===== src/rtl/aes_block_serializer_if.sv =====
// aes_block_serializer_if
//   Bundles the block-side and byte-side signals of the AES block serializer.
//
//   Handshake semantics (both sides):
//     block side: blockIn is taken at a rising edge where blockValid && blockReady.
//                 blockValid is a one-cycle strobe. It is not held until accepted:
//                 a strobe with blockReady low is lost and flagged on overflow.
//     byte side : a byte moves at a rising edge where byteValid && byteReady.
//                 While byteValid is high and byteReady is low, byteOut and
//                 byteLast hold stable.
//
//   Signals:
//     blockIn     [0:127]  AES state word, state byte k at bits [8k:8k+7]
//     blockValid           one-cycle strobe that blockIn is valid
//     blockReady           a block offered this cycle will be accepted
//     byteOut     [7:0]    current output byte
//     byteValid            byteOut is valid
//     byteReady            downstream accepts byteOut this cycle
//     byteLast             high with byte 15 of a block
//     busy                 a block is active or pending
//     overflow             sticky drop flag
//     clearOvf             synchronous clear of overflow
//     dbg_state            current FSM state (0 = IDLE, 1 = SEND)
//
//   Modports:
//     master : the environment (core and downstream sink)
//     slave  : the serializer
interface aes_block_serializer_if;
  logic [0:127] blockIn;
  logic         blockValid;
  logic         blockReady;
  logic [7:0]   byteOut;
  logic         byteValid;
  logic         byteReady;
  logic         byteLast;
  logic         busy;
  logic         overflow;
  logic         clearOvf;
  logic [0:0]   dbg_state;

  modport master (
    output blockIn, blockValid, byteReady, clearOvf,
    input  blockReady, byteOut, byteValid, byteLast, busy, overflow, dbg_state
  );

  modport slave (
    input  blockIn, blockValid, byteReady, clearOvf,
    output blockReady, byteOut, byteValid, byteLast, busy, overflow, dbg_state
  );
endinterface


===== src/rtl/aes_block_serializer.sv =====
// aes_block_serializer
//   Takes a 128-bit column-major AES state word when the core strobes it.
//   Optionally undoes the state-matrix transpose, then streams the 16 bytes
//   out one per valid/ready handshake. One more block can wait in a pending
//   slot, so a result that arrives while a block is still streaming is
//   kept and follows with no bubble.
//
//   Parameters:
//     TRANSPOSE  1 = output byte n is state byte 4*(n mod 4) + (n div 4)
//                0 = output byte n is state byte n
//     BYTE_W     byte width, fixed at 8
//
//   Ports:
//     clk   system clock, rising edge
//     rst   asynchronous active-low reset
//     bus   aes_block_serializer_if.slave (the signal list is in the interface file)
module aes_block_serializer #(
  parameter bit TRANSPOSE = 1'b1,
  parameter int BYTE_W    = 8
) (
  input  logic                    clk,
  input  logic                    rst,
  aes_block_serializer_if.slave   bus
);

  localparam logic [0:0] ST_IDLE = 1'b0;
  localparam logic [0:0] ST_SEND = 1'b1;

  logic [0:0]   state_q, state_d;
  logic [3:0]   index_q, index_d;
  logic [0:127] active_q, active_d;
  logic [0:127] pend_q, pend_d;
  logic         pend_valid_q, pend_valid_d;
  logic         ovf_q, ovf_d;

  logic         block_ready;
  logic         accept;
  logic         xfer;
  logic         last_xfer;
  logic [3:0]   sel;
  logic [6:0]   base;

  always_comb begin
    block_ready = !pend_valid_q;
    accept      = bus.blockValid && block_ready;
    xfer        = (state_q == ST_SEND) && bus.byteReady;
    last_xfer   = xfer && (index_q == 4'd15);
    // Swapping the two index halves picks state byte 4*(n mod 4) + (n div 4).
    sel         = TRANSPOSE ? {index_q[1:0], index_q[3:2]} : index_q;
    base        = {sel, 3'b000};
  end

  always_comb begin
    state_d      = state_q;
    index_d      = index_q;
    active_d     = active_q;
    pend_d       = pend_q;
    pend_valid_d = pend_valid_q;

    case (state_q)
      ST_IDLE: begin
        if (accept) begin
          active_d = bus.blockIn;
          index_d  = 4'd0;
          state_d  = ST_SEND;
        end
      end
      default: begin
        if (last_xfer) begin
          if (pend_valid_q) begin
            // Promote the waiting block so byte 0 follows byte 15 directly.
            active_d     = pend_q;
            pend_valid_d = 1'b0;
            index_d      = 4'd0;
          end else if (accept) begin
            active_d = bus.blockIn;
            index_d  = 4'd0;
          end else begin
            state_d = ST_IDLE;
          end
        end else begin
          if (xfer) begin
            index_d = index_q + 4'd1;
          end
          if (accept) begin
            pend_d       = bus.blockIn;
            pend_valid_d = 1'b1;
          end
        end
      end
    endcase
  end

  // A rejected strobe sets the flag. Set takes priority over clear.
  always_comb begin
    ovf_d = ovf_q;
    if (bus.blockValid && !block_ready) begin
      ovf_d = 1'b1;
    end else if (bus.clearOvf) begin
      ovf_d = 1'b0;
    end
  end

  always_ff @(posedge clk or negedge rst) begin
    if (!rst) begin
      state_q      <= ST_IDLE;
      index_q      <= 4'd0;
      active_q     <= '0;
      pend_q       <= '0;
      pend_valid_q <= 1'b0;
      ovf_q        <= 1'b0;
    end else begin
      state_q      <= state_d;
      index_q      <= index_d;
      active_q     <= active_d;
      pend_q       <= pend_d;
      pend_valid_q <= pend_valid_d;
      ovf_q        <= ovf_d;
    end
  end

  // All outputs come from registered state only. byteOut is forced to zero
  // outside SEND so it reads 0x00 in reset and idle.
  assign bus.blockReady = block_ready;
  assign bus.byteValid  = (state_q == ST_SEND);
  assign bus.byteOut    = (state_q == ST_SEND) ? active_q[base +: BYTE_W] : '0;
  assign bus.byteLast   = (state_q == ST_SEND) && (index_q == 4'd15);
  assign bus.busy       = (state_q == ST_SEND) || pend_valid_q;
  assign bus.overflow   = ovf_q;
  assign bus.dbg_state  = state_q;

endmodule


===== src/flat_wrapper.sv =====
// flat-port wrapper written by rule: the top's interface ports become plain ports
module aes_block_serializer_flat 
#(
  parameter bit TRANSPOSE = 1'b1,
  parameter int BYTE_W    = 8
)
  (clk, rst, bus_blockIn, bus_blockValid, bus_byteReady, bus_clearOvf, bus_blockReady, bus_byteOut, bus_byteValid, bus_byteLast, bus_busy, bus_overflow, bus_dbg_state);
  aes_block_serializer_if bus_i ();
  input  logic clk;
  input  logic rst;
  input wire logic [$bits(bus_i.blockIn)-1:0] bus_blockIn;
  input wire logic [$bits(bus_i.blockValid)-1:0] bus_blockValid;
  input wire logic [$bits(bus_i.byteReady)-1:0] bus_byteReady;
  input wire logic [$bits(bus_i.clearOvf)-1:0] bus_clearOvf;
  output wire logic [$bits(bus_i.blockReady)-1:0] bus_blockReady;
  output wire logic [$bits(bus_i.byteOut)-1:0] bus_byteOut;
  output wire logic [$bits(bus_i.byteValid)-1:0] bus_byteValid;
  output wire logic [$bits(bus_i.byteLast)-1:0] bus_byteLast;
  output wire logic [$bits(bus_i.busy)-1:0] bus_busy;
  output wire logic [$bits(bus_i.overflow)-1:0] bus_overflow;
  output wire logic [$bits(bus_i.dbg_state)-1:0] bus_dbg_state;
  assign bus_i.blockIn = bus_blockIn;
  assign bus_i.blockValid = bus_blockValid;
  assign bus_i.byteReady = bus_byteReady;
  assign bus_i.clearOvf = bus_clearOvf;
  assign bus_blockReady = bus_i.blockReady;
  assign bus_byteOut = bus_i.byteOut;
  assign bus_byteValid = bus_i.byteValid;
  assign bus_byteLast = bus_i.byteLast;
  assign bus_busy = bus_i.busy;
  assign bus_overflow = bus_i.overflow;
  assign bus_dbg_state = bus_i.dbg_state;
  aes_block_serializer #(.TRANSPOSE(TRANSPOSE), .BYTE_W(BYTE_W)) u_core (.clk(clk), .rst(rst), .bus(bus_i));
endmodule

===== config.mk =====
export PLATFORM = sky130hd
export DESIGN_NAME = aes_block_serializer_flat
export DESIGN_NICKNAME = d
export VERILOG_FILES = /design/src/rtl/aes_block_serializer_if.sv /design/src/rtl/aes_block_serializer.sv /design/src/flat_wrapper.sv
export SDC_FILE = /design/constraint.sdc
export NUM_CORES = 1
export LEC_CHECK = 0
export BUFFER_PORTS_ARGS = -buffer_cell sky130_fd_sc_hd__buf_4
export CAP_MARGIN = 20
export CORE_MARGIN = 4
export CORE_UTILIZATION = 58
export DETAILED_ROUTE_END_ITERATION = 8
export GPL_ROUTABILITY_DRIVEN = 0
export PLACE_DENSITY = 0.8
export SYNTH_ARGS = -nofsm -noshare
export SYNTH_HDL_FRONTEND = slang
export SYNTH_SLANG_ARGS = --single-unit

===== constraint.sdc =====
create_clock -name clk -period 2.5 [get_ports clk]
set_clock_uncertainty 0.2 [all_clocks]
set_input_delay 0.5 -clock clk [delete_from_list [all_inputs] [get_ports clk]]
set_output_delay 0.5 -clock clk [all_outputs]
set_load 0.1 [all_outputs]

Word-level counts from Yosys, hierarchy flattened. Cells that the tools add are included.

$add $sub $neg: 1. Multipliers: 0. Div/mod/pow operators: 0. Magnitude comparators: 0. Equality and inequality tests: 3. Shift operators: 1. Muxes and demuxes: 18. Bitwise gates (word level): 2. Reductions and logical operators: 11.

Operators by type and width (number): $mux W128 (4); $shiftx A128 B8 Y129 (1); $mux W4 (5); $mux W1 (8); $mux W8 (1); $not A7 Y8 (1); $logic_and A1 B1 Y1 (5); $add A4 B1 Y4 const B (1); $eq A4 B4 Y1 const B (1); $reduce_bool A2 Y1 (2); $ne A3 B3 Y1 const B (1); $reduce_and A3 Y1 (1); $ne A2 B2 Y1 const B (1); $reduce_and A2 Y1 (1); $logic_not A1 Y1 (1); $logic_or A1 B1 Y1 (1); $not A1 Y1 (1).

Register bits after elaboration: 263. Bits in latches: 0. Memory bits (writable): 0. ROM bits: 0. Input port bits: 133. Output and inout bits: 14. Logic and storage cells: 42. Memories: 0.

Longest topological paths before layout. Gate-level depths: netlist of the first run.

Depth in word-level cells: 6. Mapped depth: 7. Depth with buffers taken out: 5.

Least setup slack after synthesis of the first run. No wires, ideal clock.

Kind: register to output. Start: reg u_core.state_q, in the netlist u_core.bus.byteValid. End: out bus_byteOut[0]. Data arrival time: 3.805 ns. Data required time: 1.800 ns. Path slack: -2.005 ns. Cell stages (with the launch flop): 5. Buffers on the path: 2. Cell sequence: dfrtp_1 buf_2 buf_1 nand2_1 o21ai_0.

Word-level cells in the longest chain between the ends: 1.

Ends and longest elaborated chain: start: declaration (RTL line aes_block_serializer.sv:29) `logic [0:0] state_q, state_d;`; start signal: assignment (RTL line aes_block_serializer.sv:113) `state_q <= state_d;`; $mux W8 (RTL line aes_block_serializer.sv:126) `assign bus.byteOut = (state_q == ST_SEND) ? active_q[base +: BYTE_W] : '0;`; end: declaration (RTL line flat_wrapper.sv:16) `output wire logic [$bits(bus_i.byteOut)-1:0] bus_byteOut;`.

No other way between the ends.

Worst setup path in the final report of the first run.
Start: reg u_core.index_q[2]. End: out bus_byteOut[2].

Word-level cells in the longest chain between the ends: 3.

Ends and longest elaborated chain: start: declaration (RTL line aes_block_serializer.sv:30) `logic [3:0] index_q, index_d;`; start signal: assignment (RTL line aes_block_serializer.sv:114) `index_q <= index_d;`; $not A7 Y8 (not written as such) (RTL line aes_block_serializer.sv:126); $shiftx A128 B8 Y129 (RTL line aes_block_serializer.sv:126); $mux W8 (RTL line aes_block_serializer.sv:126).

No other way between the ends.

==> results of run 1 <==
flip-flops by register name (all words and copies together) (netlist names):
name,cells
u_core.bus.byteValid,1
u_core.pend_valid_q,1
u_core.pend_q,128
u_core.index_q,4
u_core.bus.overflow,1
u_core.active_q,128
layout make-up:
| class | instances | area, sq um |
|---|---|---|
| Tap cell | 265 | 332 |
| Timing Repair Buffer | 192 | 1820 |
| Clock buffer | 42 | 812 |
| Fill cell | 1348 | 5290 |
| Inverter | 5 | 18.8 |
| Multi-Input combinational cell | 661 | 4630 |
| Clock inverter | 3 | 43.8 |
| Sequential cell | 263 | 6590 |
worst max-delay path by stage:
| stage | to | slack (ns) | cells after the start |
|---|---|---|---|
| floorplan | bus_byteOut[6] | 0.01 | 7 |
| global placement | bus_byteOut[5] | -0.1 | 5 |
| detailed placement | bus_byteOut[5] | -0.13 | 5 |
| CTS | bus_byteOut[3] | -0.52 | 5 |
| global route | bus_byteOut[2] | -0.56 | 6 |
| finish | bus_byteOut[2] | -0.52 | 6 |
cells in the mapped netlist, types with 2 or more instances:
cell type and instances:
sky130_fd_sc_hd__o22ai_1 129, sky130_fd_sc_hd__mux4_2 8, sky130_fd_sc_hd__buf_6 26, sky130_fd_sc_hd__nand3_1 7, sky130_fd_sc_hd__o211ai_1 5, sky130_fd_sc_hd__nor2b_1 4, sky130_fd_sc_hd__a21oi_1 7, sky130_fd_sc_hd__inv_1 5
sky130_fd_sc_hd__mux2_2 128, sky130_fd_sc_hd__nor2_1 260, sky130_fd_sc_hd__a22oi_1 24, sky130_fd_sc_hd__dfrtp_1 263, sky130_fd_sc_hd__buf_4 9, sky130_fd_sc_hd__o21ai_0 12, sky130_fd_sc_hd__buf_2 21, sky130_fd_sc_hd__clkbuf_1 11
sky130_fd_sc_hd__buf_1 6, sky130_fd_sc_hd__nand2_1 14, sky130_fd_sc_hd__a31oi_1 2, sky130_fd_sc_hd__mux2i_1 48
metal layers:
metal | GRT usage [%] | share of wire (%)
met1 | 37.7 | 41
met2 | 44.9 | 49
met3 | 5.35 | 6.6
met4 | 9.70 | 3.4
met5 | 0 | 0
cells in the final DEF, fill, tap and decap left out, types with 3 or more instances in the layout:
| cell type | instances |
|---|---|
| sky130_fd_sc_hd__clkbuf_1 | 7 |
| sky130_fd_sc_hd__mux2_2 | 128 |
| sky130_fd_sc_hd__buf_12 | 27 |
| sky130_fd_sc_hd__o21ai_0 | 6 |
| sky130_fd_sc_hd__mux2i_1 | 48 |
| sky130_fd_sc_hd__clkbuf_16 | 27 |
| sky130_fd_sc_hd__nor2_1 | 258 |
| sky130_fd_sc_hd__dlygate4sd3_1 | 4 |
| sky130_fd_sc_hd__a21oi_1 | 6 |
| sky130_fd_sc_hd__o21ai_4 | 7 |
| sky130_fd_sc_hd__dfrtp_1 | 261 |
| sky130_fd_sc_hd__mux4_2 | 8 |
| sky130_fd_sc_hd__a22oi_1 | 23 |
| sky130_fd_sc_hd__o22ai_1 | 128 |
| sky130_fd_sc_hd__inv_1 | 5 |
| sky130_fd_sc_hd__nand3_1 | 4 |
| sky130_fd_sc_hd__o211ai_1 | 5 |
| sky130_fd_sc_hd__clkbuf_8 | 8 |
| sky130_fd_sc_hd__buf_6 | 3 |
| sky130_fd_sc_hd__nand2_1 | 12 |
| sky130_fd_sc_hd__buf_4 | 156 |
worst max-delay path, delay by kind of cell, from the launching register on:
kind	cells	cell delay (ns)
buf+inv	3	0.48
flops	1	0.46
mux	1	0.53
compound gates	2	0.29
metrics by stage:
stage          std cells  utilization (%)  setup TNS (ns)
5_1_grt             1431             72.9           -4.28
4_1_cts             1429             72.7           -3.78
6_report            1431             72.9           -3.92
2_1_floorplan       1002                -               0
3_5_place_dp        1378             67.2          -0.281
3_3_place_gp        1378             67.2          -0.143
cells by family after synthesis:
kind of cell	synth area share (%)
and+or+nand+nor	9.91
DFF	56.9
AOI/OAI and AO/OA	10.2
muxes	18.2
buffers and inverters	4.74
adders and majority gates	0.108
power by group:
part | leakage, uW | internal (uW) | switching [uW] | total, uW
registers | 0.00284 | 6250 | 1450 | 7700
clock network | 0.000421 | 2310 | 1590 | 3890
logic | 0.00285 | 3090 | 3720 | 6810
total | 0.00611 | 11700 | 6750 | 18400
what timing repair did:
item / in CTS / in global routing
endpoints found under the setup margin: 9 / 22
pin swaps: 5 / 12
hold endpoints to repair: 62 / 0
hold buffers: 4 / 0
buffers inserted: 2 / 2
resized for setup: 34 / 7
==> results.rst, run 1 <==
.. list-table::
   :header-rows: 1

   * - Metric
     - Value
   * - Status
     - finished, violations left
   * - Failing checks
     - setup timing
   * - Syn Inst Count
     - 1002
   * - Reg2reg start
     - u_core.index_q[0]
   * - Longest Clk Path Bufs
     - 3
   * - Dominant cell type by area after synthesis
     - sky130_fd_sc_hd__dfrtp_1
   * - Top FF cell, synth
     - sky130_fd_sc_hd__dfrtp_1
   * - Setup slack, reg-to-reg
     - 0.26 ns
   * - Wire length per cell
     - 21.5 microns
   * - Port Buf Inserts
     - 146
   * - Number of global-route vias before repair
     - 8909
   * - Unrepaired setup endpoints after global routing
     - true
   * - Sort of element at the start of the critical path
     - register
   * - Layout area overhead
     - 23.1%
   * - Number of rows in the core area
     - 51
   * - PwrDens
     - 1290 mW/mm^2
   * - Number of hold violations in the final report
     - 0
   * - Count of inserted antenna diode cells
     - 0
   * - Sort of element at the end of the critical path
     - output port
   * - Worst-path fanout max
     - 7
   * - Total power after layout
     - roughly 18000 uW
   * - Critical Path RT
     - 1.80 ns
   * - Overall die area
     - 0.0223 sq mm
   * - CTS HTree Levels
     - 1
   * - Boundary pin count
     - 147
   * - Depth of the worst hold-timing path
     - 2
   * - GRT Resource Usage Total
     - 27.6%
   * - Standby leakage power
     - between 0.006 and 0.007 uW
   * - Clock-pin slew on the worst setup and hold paths
     - 0.06 ns
   * - Post-synthesis instance area
     - 0.0116 sq mm
   * - Residual antenna-violating net count after detailed routing
     - 0
   * - Worst hold slack after final layout
     - roughly 0.010 ns
   * - Actual transition at the worst max-transition pin
     - 0.566 ns
   * - Syn avg cell area
     - 11.5 sq um
   * - Final non-filler cell area
     - 0.0142 sq mm
   * - Timing-limited maximum frequency
     - 331 MHz
   * - Hpwl dp
     - 20600 microns
   * - Synthesized flop and latch total
     - 263
   * - Syn Nets
     - 1136
   * - Worst hold-check path type
     - in2reg
   * - Die Y
     - 149 microns
   * - Number of DRC violations after detailed-routing iteration 0
     - 616
   * - Initial standard-cell utilization of the core
     - 59.2%
   * - Total vias in the final route
     - 8677
   * - Total CTS buffers
     - 26
   * - Critical Path Start
     - u_core.index_q[2]
   * - Worst Setup Slack post-DPL
     - -0.134 ns
   * - Initial antenna violation count
     - 0
   * - Std-Cell Core Area
     - between 0.015 and 0.02 sq mm
   * - Hold path startpoint
     - bus_blockIn[107]
   * - Worst path cell trace
     - buf_12 -> mux4_2 -> o211ai_1 -> buf_4 -> o21ai_4 -> buf_12
   * - Number of cells on the worst reg-to-reg path
     - 8
   * - Number of max-capacitance violations reported
     - 0
   * - Number of enable-type register cells in the synthesized netlist
     - 0
   * - Netlist cell types
     - 33
   * - Total grt overflow
     - 0
   * - Ys async rst share
     - 100%
   * - Mean number of vias per cell
     - 6.06
   * - CTS tree
     - done
   * - Number of remaining DRC errors
     - 0
   * - Clock Sink Count
     - 263
   * - Largest cells by area after synthesis
     - sky130_fd_sc_hd__dfrtp_1 57%, sky130_fd_sc_hd__mux2_2 12%, sky130_fd_sc_hd__nor2_1 8.4%
   * - Die W
     - 149 microns
   * - Critical path class
     - reg2out
   * - Root cell of the clock tree
     - sky130_fd_sc_hd__clkbuf_16
   * - Clock insertion delay at the later pin of the skew report
     - approximately 0.53 ns
   * - Global-route wire length before repair
     - 48500 microns
   * - DP Area
     - between 0.01 and 0.015 sq mm
   * - Worst-case headroom to the max-slew limit
     - 62.2%
   * - Final period utilization
     - 121%
   * - Worst IR drop on VDD
     - around 1.5 mV
   * - Count of endpoints failing setup in the final report
     - 8
   * - Reg-to-reg endpoint
     - u_core.active_q[78]
   * - Max stage delay on crit path
     - between 0.5 and 0.6 ns
   * - Crit-path slowest cell
     - sky130_fd_sc_hd__mux4_2
   * - Count of nets after finishing
     - between 1000 and 1500
   * - Min Clock Period, post-route
     - 3.02 ns
   * - Final number of max-transition violations
     - 0
   * - Sequential cell area fraction in the yosys report
     - 56.9%
   * - Setup slack after layout
     - -0.519 ns
   * - Most prevalent standard cell on the critical path
     - sky130_fd_sc_hd__buf_12
   * - Yosys Warn Count
     - 0
   * - Final wirelength
     - between 30000 and 40000 microns
   * - WP data arrival
     - 2.32 ns
   * - Hold Crit Endpoint
     - u_core.pend_q[20]
   * - Share of Yosys cell area claimed by the top area cell type
     - between 50% and 60%
   * - Drt pass-1 iters
     - 7
   * - Layout cells sized above 1
     - 33.3%
   * - Largest net degree at the start of global routing
     - 77
Power figures use the tool's default switching activity.
==> run 2: changes to the inputs <==
--- a/config.mk
+++ b/config.mk
@@ -7,11 +7,14 @@
 export LEC_CHECK = 0
 export BUFFER_PORTS_ARGS = -buffer_cell sky130_fd_sc_hd__buf_4
 export CAP_MARGIN = 20
+export CELL_PAD_IN_SITES_DETAIL_PLACEMENT = 1
+export CELL_PAD_IN_SITES_GLOBAL_PLACEMENT = 2
 export CORE_MARGIN = 4
-export CORE_UTILIZATION = 58
+export CORE_UTILIZATION = 39
 export DETAILED_ROUTE_END_ITERATION = 8
 export GPL_ROUTABILITY_DRIVEN = 0
-export PLACE_DENSITY = 0.8
+export PLACE_DENSITY_LB_ADDON = 0.1
+export SKIP_CTS_REPAIR_TIMING = 1
 export SYNTH_ARGS = -nofsm -noshare
 export SYNTH_HDL_FRONTEND = slang
 export SYNTH_SLANG_ARGS = --single-unit
==> results.rst, run 2 (synthesis gave the netlist of run 1 again) <==
.. list-table::
   :header-rows: 1

   * - Metric
     - Value
   * - Portion of total power attributed to the clock network
     - 24.7% (+3.5 points)
   * - Non-filler cells in the finished layout
     - 1665 (+16%)
   * - Wire length per cell
     - 21.0 microns (-2.5%)
   * - Timing-limited maximum frequency
     - 329 MHz (-0.79%)
   * - Count of endpoints failing setup in the final report
     - 8 (unchanged)
   * - Min Clock Period, post-route
     - 3.04 ns (+0.0240 ns)
   * - Storage element area
     - 0.00659 sq mm (about the same)
   * - Commonest cells after routing, fill and taps aside
     - 260 x sky130_fd_sc_hd__dfrtp_1, 258 x sky130_fd_sc_hd__nor2_1, 163 x sky130_fd_sc_hd__buf_4, 128 x sky130_fd_sc_hd__mux2_2, 128 x sky130_fd_sc_hd__o22ai_1
   * - Worst-path fanout max
     - 14 (+7)
   * - Final number of max-transition violations
     - 0 (unchanged)
   * - WP data arrival
     - 2.34 ns (+0.02 ns)
   * - Standby leakage power
     - 0.00664 uW (+8.7%)
   * - Status
     - finished, violations left
   * - Actual transition at the worst max-transition pin
     - 0.534 ns (-0.0328 ns)
   * - Clock insertion delay at the later pin of the skew report
     - 0.55 ns (+0.02 ns)
   * - Number of global-route vias before repair
     - 9017 (+1.2%)
   * - Met1 usage
     - 29.2% (-8.5 points)
   * - Count of nets after finishing
     - 1390 (+8.3%)
   * - Worst hold-check path type
     - in2reg
   * - Number of rows in the core area
     - 62 (+22%)
   * - Residual antenna-violating net count after detailed routing
     - 0 (unchanged)
   * - Worst-case headroom to the max-slew limit
     - 64.4% (+2.2 points)
   * - Failing checks
     - hold timing, setup timing
   * - Initial antenna violation count
     - 2 (+2)
   * - Number of max-capacitance violations reported
     - 0 (unchanged)
   * - Total grt overflow
     - 0 (unchanged)
   * - Initial standard-cell utilization of the core
     - 39.9% (-19 points)
   * - Number of DRC violations after detailed-routing iteration 0
     - 545 (-12%)
   * - Sort of element at the end of the critical path
     - output port
   * - Mean number of vias per cell
     - 5.34 (-12%)
   * - Share of power burned in registers
     - 39.4% (-2.4 points)
   * - Busiest layer in global routing
     - met2
   * - Placed Cells incl. Taps
     - 1502 (+9.0%)
   * - Final non-filler cell area
     - 0.0156 sq mm (+9.8%)
   * - Boundary pin count
     - 147 (unchanged)
   * - Total CTS buffers
     - 31 (+19%)
   * - Critical path class
     - reg2out
   * - Die W
     - 180 microns (+21%)
   * - Hpwl dp
     - 22900 microns (+11%)
   * - DP Area
     - 0.0133 sq mm (+1.6%)
   * - Final wirelength
     - 35000 microns (+13%)
   * - Worst IR drop on VDD
     - 1.02 mV (-33%)
   * - Unrepaired setup endpoints after global routing
     - true
   * - Clock Sink Count
     - 263 (unchanged)
   * - Met3 capacity usage during global routing
     - 3.77% (-1.6 points)
   * - Top Registers
     - u_core.active_q: 128 flops, u_core.pend_q: 128 flops, u_core.index_q: 4 flops
   * - CTS HTree Levels
     - 1 (unchanged)
   * - Critical Path RT
     - 1.80 ns (about the same)
   * - Psw
     - 6990 uW (+3.5%)
   * - CTS tree
     - done
   * - Sort of element at the start of the critical path
     - register
   * - Layout cells sized above 1
     - 32.0% (-1.2 points)
   * - Overall die area
     - 0.0325 sq mm (+46%)
   * - Root cell of the clock tree
     - sky130_fd_sc_hd__clkbuf_16
   * - Largest net degree at the start of global routing
     - 72 (-6.5%)
   * - Number of remaining DRC errors
     - 0 (unchanged)
   * - PwrDens
     - 1240 mW/mm^2 (-4.0%)
   * - Final core area utilization
     - 53.9% (-19 points)
   * - Global-route wire length before repair
     - 53800 microns (+11%)
   * - Worst hold slack after final layout
     - -0.000357 ns (-0.0109 ns)
   * - Die Y
     - 180 microns (+21%)
   * - Switching share of power
     - 36.0% (-0.66 points)
   * - Met2 GRT Util
     - 33.3% (-12 points)
   * - Layout area overhead
     - 35.2%
   * - GRT Resource Usage Total
     - 20.6% (-7.1 points)
   * - Filler Cell Count
     - 3012 (+120%)
   * - Final period utilization
     - 122% (+0.96 points)
   * - Most common cell after layout, fill and taps aside
     - sky130_fd_sc_hd__dfrtp_1
   * - Combinational share of power
     - 35.9% (-1.1 points)
   * - Clock-pin slew on the worst setup and hold paths
     - 0.06 ns (about the same)
   * - Longest Clk Path Bufs
     - 3 (unchanged)
   * - Port Buf Inserts
     - 146 (unchanged)
   * - Setup slack after layout
     - -0.543 ns (-0.0240 ns)
   * - Number of hold violations in the final report
     - 1 (+1)
   * - Drt pass-1 iters
     - 4 (-3)
   * - Internal Pwr Total
     - 12400 uW (+6.5%)
   * - Total vias in the final route
     - 8891 (+2.5%)
   * - Std-Cell Core Area
     - 0.0290 sq mm (+49%)
   * - Area of the multi-input gates
     - 0.00464 sq mm (+0.19%)
run 2: power groups by stage:
stage / registers, uW / clock network, uW / logic (uW)
finish: 7630 / 4790 / 6970
global route: 7860 / 5070 / 7550
CTS: 7650 / 4900 / 6400
detailed placement: 7700 / 0 / 6370
global placement: 7670 / 0 / 6220
floorplan: 7080 / 0 / 4770
run 2: worst paths after layout:
| kind | to | startpoint | cells after the start | slack [ns] |
|---|---|---|---|---|
| max in group asynchronous | u_core.pend_q[57] | rst | 3 | 1.15 |
| worst min-delay path | u_core.pend_q[62] | bus_blockIn[65] | 2 | -0.0004 |
| worst max-delay path | bus_byteOut[5] | u_core.index_q[2] | 6 | -0.54 |
| worst max register to register | u_core.pend_q[66] | u_core.index_q[0] | 6 | 0.25 |
| worst min register to register | u_core.active_q[14] | u_core.pend_q[14] | 2 | 0.30 |
| min in group asynchronous | u_core.pend_q[6] | rst | 2 | 0.30 |
run 2: area by class of cell:
class / count / area share, %
Sequential cell: 263 / 42.1
Clock buffer: 39 / 5.47
Tap cell: 384 / 3.07
Inverter: 5 / 0.120
Timing Repair Buffer: 294 / 18.0
Multi-Input combinational cell: 661 / 29.7
Clock inverter: 18 / 1.49
Antenna cell: 1 / 0.0160
run 2: worst max-delay path, stage by stage (launching register included):
cell	delay [ns]
sky130_fd_sc_hd__dfrtp_4	0.46
sky130_fd_sc_hd__buf_12	0.17
sky130_fd_sc_hd__mux4_2	0.52
sky130_fd_sc_hd__a311oi_1	0.25
sky130_fd_sc_hd__buf_4	0.16
sky130_fd_sc_hd__a21oi_4	0.04
sky130_fd_sc_hd__buf_8	0.19
run 2: layer usage:
layer  share of wire, %  vias to the layer above
met5              0.034                        -
met4                2.1                        2
met3                4.7                       53
met2                 48                      171
met1                 45                     4559
li1                   -                     4106
run 2: per-stage QoR:
| stage | setup slack, ns | power (uW) | TNS, ns |
|---|---|---|---|
| final | -0.543 | 19400 | -3.74 |
| after CTS | -0.645 | 19000 | -4.91 |
| after global placement | -0.0575 | 13900 | -0.0725 |
| after detailed placement | -0.0460 | 14100 | -0.0485 |
| after global routing | -0.608 | 20500 | -4.32 |
| after floorplan | 0.0131 | 11800 | 0 |
==> run 3: changes to the inputs <==
==> constraint.sdc (replaced) <==
create_clock -name clk -period 2.5 [get_ports clk]
set_clock_uncertainty 0.2 [all_clocks]
set_input_delay 0.25 -clock clk [delete_from_list [all_inputs] [get_ports clk]]
set_output_delay 0.25 -clock clk [all_outputs]
set_load 0.1 [all_outputs]
==> results.rst, run 3 (synthesis gave the netlist of run 1 again) <==
.. list-table::
   :header-rows: 1

   * - Metric
     - Value
   * - Critical Path Start
     - u_core.index_q[2]
   * - Number of buffer and inverter stages on the critical path
     - 2 (-1)
   * - DR top layer
     - met4
   * - Worst IR drop on VDD
     - 0.707 mV (-31%)
   * - Largest delay contributor family on the critical path
     - compound AO/OA/AOI/OAI gates
   * - CTS tree
     - done
   * - Number of hold violations in the final report
     - 0 (-1)
   * - Internal Pwr Total
     - 12200 uW (-2.0%)
   * - Most prevalent standard cell on the critical path
     - sky130_fd_sc_hd__buf_12
   * - Critical path class
     - reg2out
   * - Worst path cell trace
     - buf_12 -> mux4_2 -> o211ai_1 -> o21ai_4 -> buf_12
   * - Root cell of the clock tree
     - sky130_fd_sc_hd__clkbuf_16
   * - Most common cell after layout, fill and taps aside
     - sky130_fd_sc_hd__dfrtp_1
   * - GRT Resource Usage Total
     - 20.0% (-0.54 points)
   * - Crit-path slowest cell
     - sky130_fd_sc_hd__mux4_2
   * - Std-Cell Core Area
     - 0.0290 sq mm (unchanged)
   * - Final core area utilization
     - 54.6% (+0.71 points)
   * - Min Clock Period, post-route
     - 2.84 ns (-0.202 ns)
   * - Final non-filler cell area
     - 0.0158 sq mm (+1.3%)
   * - Number of cells on the worst reg-to-reg path
     - 8 (+2)
   * - Unrepaired setup endpoints after global routing
     - true
   * - Setup slack after layout
     - -0.341 ns (+0.202 ns)
   * - Number of rows in the core area
     - 62 (unchanged)
   * - Critical Path RT
     - 2.05 ns (+0.25 ns)
   * - Overall die area
     - 0.0325 sq mm (unchanged)
   * - Portion of total power attributed to the clock network
     - 23.1% (-1.6 points)
   * - Total CTS buffers
     - 30 (-3.2%)
   * - Worst-case headroom to the max-slew limit
     - 65.5% (+1.1 points)
   * - Die Y
     - 180 microns (unchanged)
   * - Longest Clk Path Bufs
     - 3 (unchanged)
   * - Port Buf Inserts
     - 146 (unchanged)
   * - Count of inserted antenna diode cells
     - 0 (-1)
   * - WP data arrival
     - 2.39 ns (+0.05 ns)
   * - Residual antenna-violating net count after detailed routing
     - 0 (unchanged)
   * - Clock-pin slew on the worst setup and hold paths
     - 0.07 ns (about the same)
   * - Sort of element at the end of the critical path
     - output port
   * - Drt pass-1 iters
     - 5 (+1)
   * - Count of endpoints failing setup in the final report
     - 8 (unchanged)
   * - Initial standard-cell utilization of the core
     - 39.9% (unchanged)
   * - Mean number of vias per cell
     - 5.29 (-0.91%)
   * - Wire length on met2
     - 16200 microns (-4.2%)
   * - Setup slack, reg-to-reg
     - 0.09 ns (-0.16 ns)
   * - Count of nets after finishing
     - 1419 (+2.1%)
   * - Worst Setup Slack post-DPL
     - 0.0569 ns (+0.103 ns)
   * - Boundary pin count
     - 147 (unchanged)
   * - Psw
     - 6960 uW (-0.36%)
   * - Actual transition at the worst max-transition pin
     - 0.515 ns (-0.0190 ns)
   * - Clock Sink Count
     - 263 (unchanged)
   * - Hpwl dp
     - 22400 microns (-2.3%)
   * - Status
     - finished, violations left
   * - Total power after layout
     - 19100 uW (-1.4%)
   * - Die W
     - 180 microns (unchanged)
   * - Total Neg Setup Slack
     - -2.23 ns (+1.51 ns)
   * - Number of max-capacitance violations reported
     - 0 (unchanged)
   * - Switching share of power
     - 36.4% (+0.37 points)
   * - Number of remaining DRC errors
     - 0 (unchanged)
   * - Worst hold-check path type
     - in2async
   * - Total grt overflow
     - 0 (unchanged)
   * - Failing checks
     - setup timing
   * - Top Registers
     - u_core.active_q: 128 flops, u_core.pend_q: 128 flops, u_core.index_q: 4 flops
   * - Final number of max-transition violations
     - 0 (unchanged)
   * - PwrDens
     - 1210 mW/mm^2 (-2.7%)
   * - Number of DRC violations after detailed-routing iteration 0
     - 407 (-25%)
   * - Final wirelength
     - 35400 microns (+1.3%)
   * - DP Area
     - 0.0133 sq mm (-0.58%)
   * - Sort of element at the start of the critical path
     - register
   * - Initial antenna violation count
     - 0 (-2)
   * - Number of global-route vias before repair
     - 8740 (-3.1%)
   * - Combinational share of power
     - 37.3% (+1.4 points)
   * - Worst-path fanout max
     - 13 (-1)
   * - Timing-limited maximum frequency
     - 352 MHz (+7.1%)
   * - Layout cells sized above 1
     - 31.1% (-0.90 points)
   * - Wire length per cell
     - 21.0 microns (-0.11%)
   * - Total vias in the final route
     - 8932 (+0.46%)
   * - Largest net degree at the start of global routing
     - 75 (+4.2%)
   * - Met3 Wirelength
     - 1290 microns (-22%)
   * - Reg-to-reg endpoint
     - u_core.active_q[36]
   * - CTS HTree Levels
     - 1 (unchanged)
   * - Max stage delay on crit path
     - 0.50 ns (-0.02 ns)
   * - Global-route wire length before repair
     - 52400 microns (-2.6%)
   * - Clock insertion delay at the later pin of the skew report
     - 0.55 ns (about the same)
   * - Reg2reg start
     - u_core.index_q[2]
   * - Standby leakage power
     - 0.00673 uW (+1.3%)
   * - Commonest cells after routing, fill and taps aside
     - 260 x sky130_fd_sc_hd__dfrtp_1, 258 x sky130_fd_sc_hd__nor2_1, 163 x sky130_fd_sc_hd__buf_4, 133 x sky130_fd_sc_hd__dlygate4sd3_1
   * - Final period utilization
     - 114% (-8.1 points)
   * - Wire length on met1
     - 17400 microns (+11%)
   * - Layout area overhead
     - 37.0%
   * - Share of power burned in registers
     - 39.6% (+0.2 points)
==> run 3: cell types whose count changed in the layout (fill, tap and decap cells not counted), moves of 2 or more <==
cell,delta
sky130_fd_sc_hd__clkinvlp_4,-3
sky130_fd_sc_hd__a22oi_1,-3
sky130_fd_sc_hd__clkinv_2,-5
sky130_fd_sc_hd__bufinv_16,-2
sky130_fd_sc_hd__clkbuf_1,+4
sky130_fd_sc_hd__mux2i_1,-4
sky130_fd_sc_hd__mux2i_2,+4
sky130_fd_sc_hd__a22oi_2,+3
sky130_fd_sc_hd__dlygate4sd3_1,+32
==> run 3: area by class of cell <==
class	instances	area [sq um]
fillers	3009	13200
clock inverters	8	130
flip-flops and latches	263	6590
well taps	384	480
inverters	5	18.8
multi-input cells	661	4650
clock buffers	43	860
repair buffers	324	3110
==> run 3: metal layers <==
metal	vias to the layer above	GRT usage, %
met2	169	30.1
met3	42	3.07
met4	0	3.30
met1	4574	31.3
li1	4147	-
met5	-	0
==> run 3: power by group through the flow <==
stage | logic (uW) | registers (uW) | clock network (uW)
2_1_floorplan | 4750 | 7070 | 0
5_1_grt | 7660 | 7790 | 4740
4_1_cts | 6390 | 7520 | 4550
3_5_place_dp | 6360 | 7570 | 0
6_report | 7130 | 7570 | 4420
3_3_place_gp | 6210 | 7520 | 0
==> run 3: worst reg2reg max path, stage by stage (launching register included) <==
cell	delay, ns
sky130_fd_sc_hd__dfrtp_4	0.46
sky130_fd_sc_hd__buf_12	0.21
sky130_fd_sc_hd__buf_4	0.17
sky130_fd_sc_hd__nand4_2	0.21
sky130_fd_sc_hd__a22oi_2	0.43
sky130_fd_sc_hd__buf_4	0.21
sky130_fd_sc_hd__buf_12	0.18
sky130_fd_sc_hd__o22ai_1	0.12
sky130_fd_sc_hd__nor2_1	0.14
==> run 3: per-stage QoR <==
stage	hold WS, ns	std cells
6_report	0.0783	1688
5_1_grt	0.0881	1688
4_1_cts	-0.671	1548
3_5_place_dp	-0.0803	1497
3_3_place_gp	-0.0895	1497
2_1_floorplan	-0.246	1002
==> run 3: how the worst max path moves through the flow <==
stage	slack, ns	to	depth (start not counted)
global placement	0.14	bus_byteOut[5]	5
floorplan	0.02	bus_byteOut[0]	4
CTS	-0.54	bus_byteOut[5]	5
finish	-0.34	bus_byteOut[0]	5
detailed placement	0.06	bus_byteOut[5]	5
global route	-0.42	bus_byteOut[7]	5
